===== config.mk =====
export PLATFORM = sky130hd
export DESIGN_NAME = hls_pp_loop_status_monitor
export DESIGN_NICKNAME = d
export VERILOG_FILES = /design/src/rtl/hls_pp_loop_status_monitor.sv
export SDC_FILE = /design/constraint.sdc
export NUM_CORES = 1
export LEC_CHECK = 0
export CAP_MARGIN = 20
export CORE_MARGIN = 2
export CORE_UTILIZATION = 35
export CTS_CLUSTER_SIZE = 10
export DETAILED_ROUTE_END_ITERATION = 6
export GPL_TIMING_DRIVEN = 0
export PLACE_DENSITY = 0.63
export SLEW_MARGIN = 20
export SYNTH_ARGS = -nofsm -noshare
export SYNTH_HDL_FRONTEND = slang
export SYNTH_SLANG_ARGS = --single-unit

===== constraint.sdc =====
create_clock -name clock -period 10.1 [get_ports clock]
set_input_delay 2.02 -clock clock [delete_from_list [all_inputs] [get_ports clock]]
set_output_delay 2.02 -clock clock [all_outputs]
set_load 0.005 [all_outputs]

===== src/rtl/hls_pp_loop_status_monitor.sv =====
// hls_pp_loop_status_monitor
//   Passive activity monitor for one HLS block with one pipelined loop. It watches the block's
//   ap_* handshake and the loop FSM state vector. It keeps saturating counters of invocations,
//   latency, iterations, stalls and loop cycles. It never drives the kernel.
// Ports:
//   clock, reset          rising-edge clock, synchronous active-high reset
//   ap_start/ready/done/continue   block handshake being observed
//   finish                end of run; freezes all state until reset
//   cur_state             loop FSM current state (one-hot)
//   pre_loop_state0, post_loop_state0/1 (+valid)   states bracketing the loop
//   iter_start/end_state, loop_quit_state          loop states
//   iter_start/end_enable/block   pipeline enable and block qualifiers
//   quit_at_end           trip count source: 1 = iterations ended, 0 = iterations started
//   mod_* outputs         handshake counts and start-to-done latency
//   loop_* / iter_* / last_trip_cnt   loop statistics
//   frozen, err_flag      finish seen; sticky protocol violation
module hls_pp_loop_status_monitor #(
   parameter int unsigned STATE_W = 5,
   parameter int unsigned CNT_W   = 32
) (
   input  logic               clock,
   input  logic               reset,
   input  logic               ap_start,
   input  logic               ap_ready,
   input  logic               ap_done,
   input  logic               ap_continue,
   input  logic               finish,
   input  logic [STATE_W-1:0] cur_state,
   input  logic [STATE_W-1:0] pre_loop_state0,
   input  logic               pre_states_valid,
   input  logic [STATE_W-1:0] post_loop_state0,
   input  logic [STATE_W-1:0] post_loop_state1,
   input  logic [1:0]         post_states_valid,
   input  logic [STATE_W-1:0] iter_start_state,
   input  logic [STATE_W-1:0] iter_end_state,
   input  logic [STATE_W-1:0] loop_quit_state,
   input  logic               iter_start_enable,
   input  logic               iter_start_block,
   input  logic               iter_end_enable,
   input  logic               iter_end_block,
   input  logic               quit_at_end,
   output logic               mod_busy,
   output logic [CNT_W-1:0]   mod_start_cnt,
   output logic [CNT_W-1:0]   mod_done_cnt,
   output logic [CNT_W-1:0]   mod_ready_cnt,
   output logic [CNT_W-1:0]   mod_last_lat,
   output logic [CNT_W-1:0]   mod_max_lat,
   output logic               loop_active,
   output logic [CNT_W-1:0]   loop_inv_cnt,
   output logic [CNT_W-1:0]   iter_start_cnt,
   output logic [CNT_W-1:0]   iter_end_cnt,
   output logic [CNT_W-1:0]   loop_stall_cnt,
   output logic [CNT_W-1:0]   loop_cycle_cnt,
   output logic [CNT_W-1:0]   last_trip_cnt,
   output logic               frozen,
   output logic               err_flag
);

   localparam logic [1:0] MOD_IDLE      = 2'd0;
   localparam logic [1:0] MOD_RUN       = 2'd1;
   localparam logic [1:0] MOD_WAIT_CONT = 2'd2;
   localparam logic [0:0] L_IDLE        = 1'b0;
   localparam logic [0:0] L_ACTIVE      = 1'b1;
   localparam logic [CNT_W-1:0] CNT_ONE  = CNT_W'(1);
   localparam logic [CNT_W-1:0] CNT_ZERO = '0;

   function automatic logic [CNT_W-1:0] sat_inc(input logic [CNT_W-1:0] v, input logic en);
      sat_inc = (en && !(&v)) ? v + CNT_ONE : v;
   endfunction

   logic [1:0]         mod_state_q, mod_state_d;
   logic [0:0]         loop_state_q, loop_state_d;
   logic [STATE_W-1:0] prev_state_q, prev_state_d;
   logic [CNT_W-1:0]   lat_acc_q, lat_acc_d;
   logic [CNT_W-1:0]   start_cnt_q, start_cnt_d, done_cnt_q, done_cnt_d;
   logic [CNT_W-1:0]   ready_cnt_q, ready_cnt_d, last_lat_q, last_lat_d, max_lat_q, max_lat_d;
   logic [CNT_W-1:0]   inv_cnt_q, inv_cnt_d, is_cnt_q, is_cnt_d, ie_cnt_q, ie_cnt_d;
   logic [CNT_W-1:0]   stall_cnt_q, stall_cnt_d, cycle_cnt_q, cycle_cnt_d, trip_q, trip_d;
   logic [CNT_W-1:0]   starts_inv_q, starts_inv_d, ends_inv_q, ends_inv_d;
   logic               frozen_q, err_q, err_d;

   logic               lat_rec;
   logic [CNT_W-1:0]   lat_val;
   logic               start_ev, end_ev, stall, entry, exit_hit, post_hit;
   logic [CNT_W-1:0]   starts_nxt, ends_nxt;

   always_comb begin
      mod_state_d  = mod_state_q;
      lat_acc_d    = lat_acc_q;
      start_cnt_d  = start_cnt_q;
      done_cnt_d   = done_cnt_q;
      ready_cnt_d  = sat_inc(ready_cnt_q, ap_ready);
      err_d        = err_q;
      lat_rec      = 1'b0;
      lat_val      = CNT_ZERO;
      unique case (mod_state_q)
         MOD_IDLE: begin
            if (ap_start) begin
               start_cnt_d = sat_inc(start_cnt_q, 1'b1);
               if (ap_done) begin
                  // Zero-latency call: finished in its own start cycle.
                  done_cnt_d = sat_inc(done_cnt_q, 1'b1);
                  lat_rec    = 1'b1;
                  lat_val    = CNT_ONE;
               end else begin
                  lat_acc_d   = CNT_ONE;
                  mod_state_d = MOD_RUN;
               end
            end else if (ap_done) begin
               err_d = 1'b1;
            end
         end
         MOD_RUN: begin
            lat_acc_d = sat_inc(lat_acc_q, 1'b1);
            if (ap_done) begin
               // Latency includes the done cycle itself.
               done_cnt_d = sat_inc(done_cnt_q, 1'b1);
               lat_rec    = 1'b1;
               lat_val    = lat_acc_d;
               if (!ap_continue) begin
                  mod_state_d = MOD_WAIT_CONT;
               end else if (ap_start) begin
                  start_cnt_d = sat_inc(start_cnt_q, 1'b1);
                  lat_acc_d   = CNT_ONE;
               end else begin
                  mod_state_d = MOD_IDLE;
               end
            end
         end
         MOD_WAIT_CONT: begin
            if (ap_continue) mod_state_d = MOD_IDLE;
         end
         default: mod_state_d = MOD_IDLE;
      endcase
      last_lat_d = lat_rec ? lat_val : last_lat_q;
      max_lat_d  = (lat_rec && (lat_val > max_lat_q)) ? lat_val : max_lat_q;
   end

   always_comb begin
      prev_state_d = cur_state;
      start_ev = (cur_state == iter_start_state) & iter_start_enable & ~iter_start_block;
      end_ev   = (cur_state == iter_end_state) & iter_end_enable & ~iter_end_block;
      stall    = (loop_state_q == L_ACTIVE) &
                 ((iter_start_block & iter_start_enable) | (iter_end_block & iter_end_enable));
      post_hit = (post_states_valid[0] & (cur_state == post_loop_state0)) |
                 (post_states_valid[1] & (cur_state == post_loop_state1));
      entry    = pre_states_valid & (prev_state_q == pre_loop_state0) &
                 (cur_state == iter_start_state);
      exit_hit = (loop_state_q == L_ACTIVE) & (prev_state_q == loop_quit_state) & post_hit;

      is_cnt_d    = sat_inc(is_cnt_q, start_ev);
      ie_cnt_d    = sat_inc(ie_cnt_q, end_ev);
      stall_cnt_d = sat_inc(stall_cnt_q, stall);
      cycle_cnt_d = sat_inc(cycle_cnt_q, loop_state_q == L_ACTIVE);
      starts_nxt  = sat_inc(starts_inv_q, start_ev);
      ends_nxt    = sat_inc(ends_inv_q, end_ev);

      loop_state_d = loop_state_q;
      inv_cnt_d    = inv_cnt_q;
      trip_d       = trip_q;
      starts_inv_d = starts_nxt;
      ends_inv_d   = ends_nxt;
      // Exit is resolved before entry so a same-cycle exit/re-entry starts a fresh invocation.
      if (exit_hit) begin
         trip_d       = quit_at_end ? ends_nxt : starts_nxt;
         loop_state_d = L_IDLE;
      end
      if ((loop_state_d == L_IDLE) && entry) begin
         loop_state_d = L_ACTIVE;
         inv_cnt_d    = sat_inc(inv_cnt_q, 1'b1);
         starts_inv_d = start_ev ? CNT_ONE : CNT_ZERO;
         ends_inv_d   = end_ev ? CNT_ONE : CNT_ZERO;
      end
   end

   always_ff @(posedge clock) begin
      if (reset) begin
         mod_state_q  <= MOD_IDLE;
         loop_state_q <= L_IDLE;
         prev_state_q <= '0;
         lat_acc_q    <= '0;
         start_cnt_q  <= '0;
         done_cnt_q   <= '0;
         ready_cnt_q  <= '0;
         last_lat_q   <= '0;
         max_lat_q    <= '0;
         inv_cnt_q    <= '0;
         is_cnt_q     <= '0;
         ie_cnt_q     <= '0;
         stall_cnt_q  <= '0;
         cycle_cnt_q  <= '0;
         trip_q       <= '0;
         starts_inv_q <= '0;
         ends_inv_q   <= '0;
         frozen_q     <= 1'b0;
         err_q        <= 1'b0;
      end else if (!frozen_q) begin
         mod_state_q  <= mod_state_d;
         loop_state_q <= loop_state_d;
         prev_state_q <= prev_state_d;
         lat_acc_q    <= lat_acc_d;
         start_cnt_q  <= start_cnt_d;
         done_cnt_q   <= done_cnt_d;
         ready_cnt_q  <= ready_cnt_d;
         last_lat_q   <= last_lat_d;
         max_lat_q    <= max_lat_d;
         inv_cnt_q    <= inv_cnt_d;
         is_cnt_q     <= is_cnt_d;
         ie_cnt_q     <= ie_cnt_d;
         stall_cnt_q  <= stall_cnt_d;
         cycle_cnt_q  <= cycle_cnt_d;
         trip_q       <= trip_d;
         starts_inv_q <= starts_inv_d;
         ends_inv_q   <= ends_inv_d;
         frozen_q     <= finish;
         err_q        <= err_d | (ie_cnt_d > is_cnt_d);
      end
   end

   assign mod_busy       = (mod_state_q != MOD_IDLE);
   assign mod_start_cnt  = start_cnt_q;
   assign mod_done_cnt   = done_cnt_q;
   assign mod_ready_cnt  = ready_cnt_q;
   assign mod_last_lat   = last_lat_q;
   assign mod_max_lat    = max_lat_q;
   assign loop_active    = (loop_state_q == L_ACTIVE);
   assign loop_inv_cnt   = inv_cnt_q;
   assign iter_start_cnt = is_cnt_q;
   assign iter_end_cnt   = ie_cnt_q;
   assign loop_stall_cnt = stall_cnt_q;
   assign loop_cycle_cnt = cycle_cnt_q;
   assign last_trip_cnt  = trip_q;
   assign frozen         = frozen_q;
   assign err_flag       = err_q;

endmodule


==> summary.txt <==
Outcome
  • Outcome: completed

Synth
  • Number of synthesized flops with an enable pin: 0
  • Synthesized netlist net count: roughly 3.3k
  • Most used flip-flop cell after synthesis: sky130_fd_sc_hd__dfxtp_1
  • Library cell occupying the most area in the post-synthesis netlist: sky130_fd_sc_hd__dfxtp_1
  • Syn Std Cell Area: between 20000 and 30000 µm²
  • Cell variety after synth: 86
  • Share of flip-flops with an asynchronous set or reset after synthesis: 0%
  • Seq/Total Area, Yosys: approximately 36%
  • YS warnings: 0
  • Synthesized netlist cell count: ~3.2k
  • Mean cell area of the mapped netlist: between 8 and 9 µm²
  • Area fraction of the dominant cell type after synthesis: 35.7%
  • Largest cells by area after synthesis: sky130_fd_sc_hd__dfxtp_1, sky130_fd_sc_hd__nor2_1, sky130_fd_sc_hd__xnor2_1
  • Register bit total from synthesis: about 460

Global routing
  • Largest net degree at the start of global routing: 15
  • Number of antenna violations at the first check in global routing: 6
  • Via count of the first global-routing pass: 23.2k
  • Wire length of the first global-routing pass: between 100 and 150 mm
  • Total congestion overflow: 0
  • Total track usage: 23.9%

Final layout
  • Number of nets in the layout: between 3k and 4k
  • Area of all placed cells without fillers: 32500 µm²
  • Multi-input gate area in the final layout: between 15000 and 20000 µm²
  • Sequential cell area: approximately 9000 µm²
  • Fill cell instance count of the final layout: 7340
  • Final core utilization: 44.6%
  • Layout cells sized above 1: between 4 and 5%
  • ANT cells: 0
  • Layout-stage area growth over the synthesis result: 26.6%

Die
  • Overall die height: approximately 270 µm
  • Total Die Area: roughly 76000 µm²
  • Initial core utilization: 35.3%
  • Top Ports: roughly 410
  • X dimension of the die: approximately 270 µm
  • Num rows: 99
  • Core box area: between 70000 and 80000 µm²

Setup path
  • CP startpoint kind: primary input
  • CP max FO: 10
  • Most common cell on crit path: sky130_fd_sc_hd__clkbuf_1
  • Data required, critical path: roughly 11000 ps
  • Critical Path Slowest Stage Cell: sky130_fd_sc_hd__o31ai_1
  • Chain of cells forming the critical path: clkbuf_1, nor2b_1, and2_1, clkbuf_1, clkbuf_1, nand2_1, mux2i_1, ha_1, a21oi_1, o21ai_0, a221oi_1, o21ai_0, o31ai_1, buf_2, mux2i_1, nor2_1
  • Worst path max stage delay: approximately 930 ps
  • Signal arrival time at the worst endpoint: between 7000 and 8000 ps
  • Critical Setup Path Class: primary input to flop
  • Critical path capture point type: flop

Routing
  • Initial DRC Count: about 2k
  • Post-Route WL: between 90 and 100 mm
  • Post-detailed-route wirelength per cell: just over 20 µm
  • Remaining number of nets flagged by the antenna check after routing: 0
  • Via count: around 25k
  • DR pass1 iterations: 6
  • Routed vias/inst: approximately 5.4
  • Detailed-route DRC error count: 0

Power
  • Internal Dissipation: between 2000 and 3000 µW
  • Clock share of power: 47.8%
  • Pwr dens: roughly 120 nW/µm²
  • Power spent charging and discharging nets: 954 µW
  • Leakage power of the design: between 0.01 and 0.015 µW
  • Peak supply drop: ~0.12 mV
  • Sequential share of power: a little under half
  • Share of power burned in combinational logic: 5.7%
  • Switching share of power: roughly a quarter

Min path
  • Class of the tightest hold or removal check: flop to flop

Placement
  • HPWL after detailed placement: 71.6 mm
  • Post-detailed-placement cell area: roughly 31000 µm²
  • Count of input and output buffers: roughly 400
  • Routability cong.: between 0.9 and 1

Flow run
  • Max_cap viols: 0

Timing
  • Setup repair after global routing missed its margin: false
  • Final min period: slightly above 7000 ps
  • Worst Tran Pin Value: roughly 1100 ps
  • Slew margin rel.: 23.4%
  • Final period util: a little over two thirds
  • Max Clock Skew: between 30 and 40 ps
  • Minimum hold slack: roughly 450 ps
  • Final setup violation count: 0
  • Count of endpoints failing hold in the final timing report: 0
  • Max Clk Rate: between 100 and 150 MHz
  • Total Negative Setup Slacks: 0 ps
  • Final number of max-transition violations: 0

Clocking
  • Worst-path clk slew: approximately 60 ps
  • Clock network latency to the later pin of the worst-skew pair: a little over 600 ps
  • CTS Buf Count: 55
  • Setup bufs post-CTS: 0
  • Clock tree root buffer cell: sky130_fd_sc_hd__clkbuf_16
  • Maximum count of clock buffers along a single path: 3
  • Number of instances resized during post-cts repair: 0
  • Clock tree from TritonCTS: built
  • Number of sinks on the clock net: about 460
  • Post-CTS Hold Buffers: 0
  • CTS H-tree depth: 2
layer usage:
metal | vias up | wire length (µm) | global-route usage, %
met3 | 162 | 7030 | 5.06
met1 | 11900 | 40700 | 31.0
met5 | - | 72 | 0
li1 | 12200 | - | -
met4 | 10 | 2980 | 7.61
met2 | 840 | 43900 | 39.8
cells in the final DEF, fill, tap and decap left out, drive strengths merged, types with 9 or more instances in the layout:
cell type	n
o211ai	9
and4	55
or4	27
a21oi	144
buf	50
nor4	44
o31ai	16
and3	64
nand2	297
a21o	23
inv	88
or3	45
nor2b	15
a22oi	36
ha	75
nand2b	23
clkbuf	204
nand3	174
dfxtp	458
a31oi	22
clkdlybuf4s50	397
nor3	89
nor2	454
and2	30
a221o	11
a211oi	24
xnor2	184
mux2i	75
xor2	173
o21ai	124
nand4	144
cells in the mapped netlist (45+ instances only):
| master | n |
|---|---|
| sky130_fd_sc_hd__dfxtp_1 | 458 |
| sky130_fd_sc_hd__nor2_1 | 454 |
| sky130_fd_sc_hd__nand2_1 | 297 |
| sky130_fd_sc_hd__xnor2_1 | 184 |
| sky130_fd_sc_hd__xor2_1 | 173 |
| sky130_fd_sc_hd__nand3_1 | 172 |
| sky130_fd_sc_hd__nand4_1 | 144 |
| sky130_fd_sc_hd__a21oi_1 | 143 |
| sky130_fd_sc_hd__clkbuf_1 | 126 |
| sky130_fd_sc_hd__o21ai_0 | 115 |
| sky130_fd_sc_hd__inv_1 | 85 |
| sky130_fd_sc_hd__nor3_1 | 81 |
| sky130_fd_sc_hd__ha_1 | 75 |
| sky130_fd_sc_hd__mux2i_1 | 75 |
| sky130_fd_sc_hd__and3_1 | 64 |
| sky130_fd_sc_hd__and4_1 | 54 |
| sky130_fd_sc_hd__or3_1 | 45 |
metrics by stage:
| step | setup slack, ps | power [µW] | cells |
|---|---|---|---|
| finish | 2960 | 3910 | 4646 |
| CTS | 3190 | 3950 | 4646 |
| detailed placement | 2560 | 2080 | 4563 |
| floorplan | 4540 | 1970 | 3207 |
| global placement | 2550 | 2080 | 4563 |
| global route | 2830 | 4040 | 4646 |
critical path: cells and delay by family:
kind / cells / cell delay (ps)
buffers and inverters: 4 / 1790
AOI/OAI and AO/OA: 5 / 1790
and+or+nand+nor: 4 / 950
adders and majority gates: 1 / 350
muxes: 2 / 670
power groups by stage:
stage	Combinational, µW	Clock (µW)	Sequential (µW)
final	222	1870	1820
after global routing	237	1990	1820
after CTS	221	1910	1820
after detailed placement	220	0	1860
after global placement	219	0	1860
after floorplan	112	0	1860
path summary, 6_finish.rpt:
path / from / endpoint / slack (ps) / cells after the start
worst max-delay path: ap_done / mod_max_lat[26] / 2960 / 16
worst min-delay path: last_trip_cnt[21] / last_trip_cnt[21] / 450 / 2
worst max register to register: lat_acc_q[12] / mod_max_lat[26] / 4350 / 15
worst min register to register: last_trip_cnt[21] / last_trip_cnt[21] / 450 / 2
layout make-up:
cell class | count | area share (%)
Multi-Input combinational cell | 2487 | 47.6
Buffer | 177 | 2.24
Clock inverter | 6 | 0.204
Inverter | 85 | 0.982
Timing Repair Buffer | 397 | 12.2
Tap cell | 959 | 3.69
Sequential cell | 458 | 28.2
Clock buffer | 77 | 4.80
cells by family (layout without fill, tap and decap cells):
group	count (synthesis)	after routing	share of synthesized area, %
AO/OA/AOI/OAI	472	472	11.8
XOR/XNOR	357	357	12.2
buffers and inverters	262	742	4.06
multiplexers	79	79	3.10
flip-flops	458	458	35.7
adder cells (fa/ha/maj)	75	75	3.65
AND/OR/NAND/NOR	1504	1504	29.5
Power figures use the tool's default switching activity.
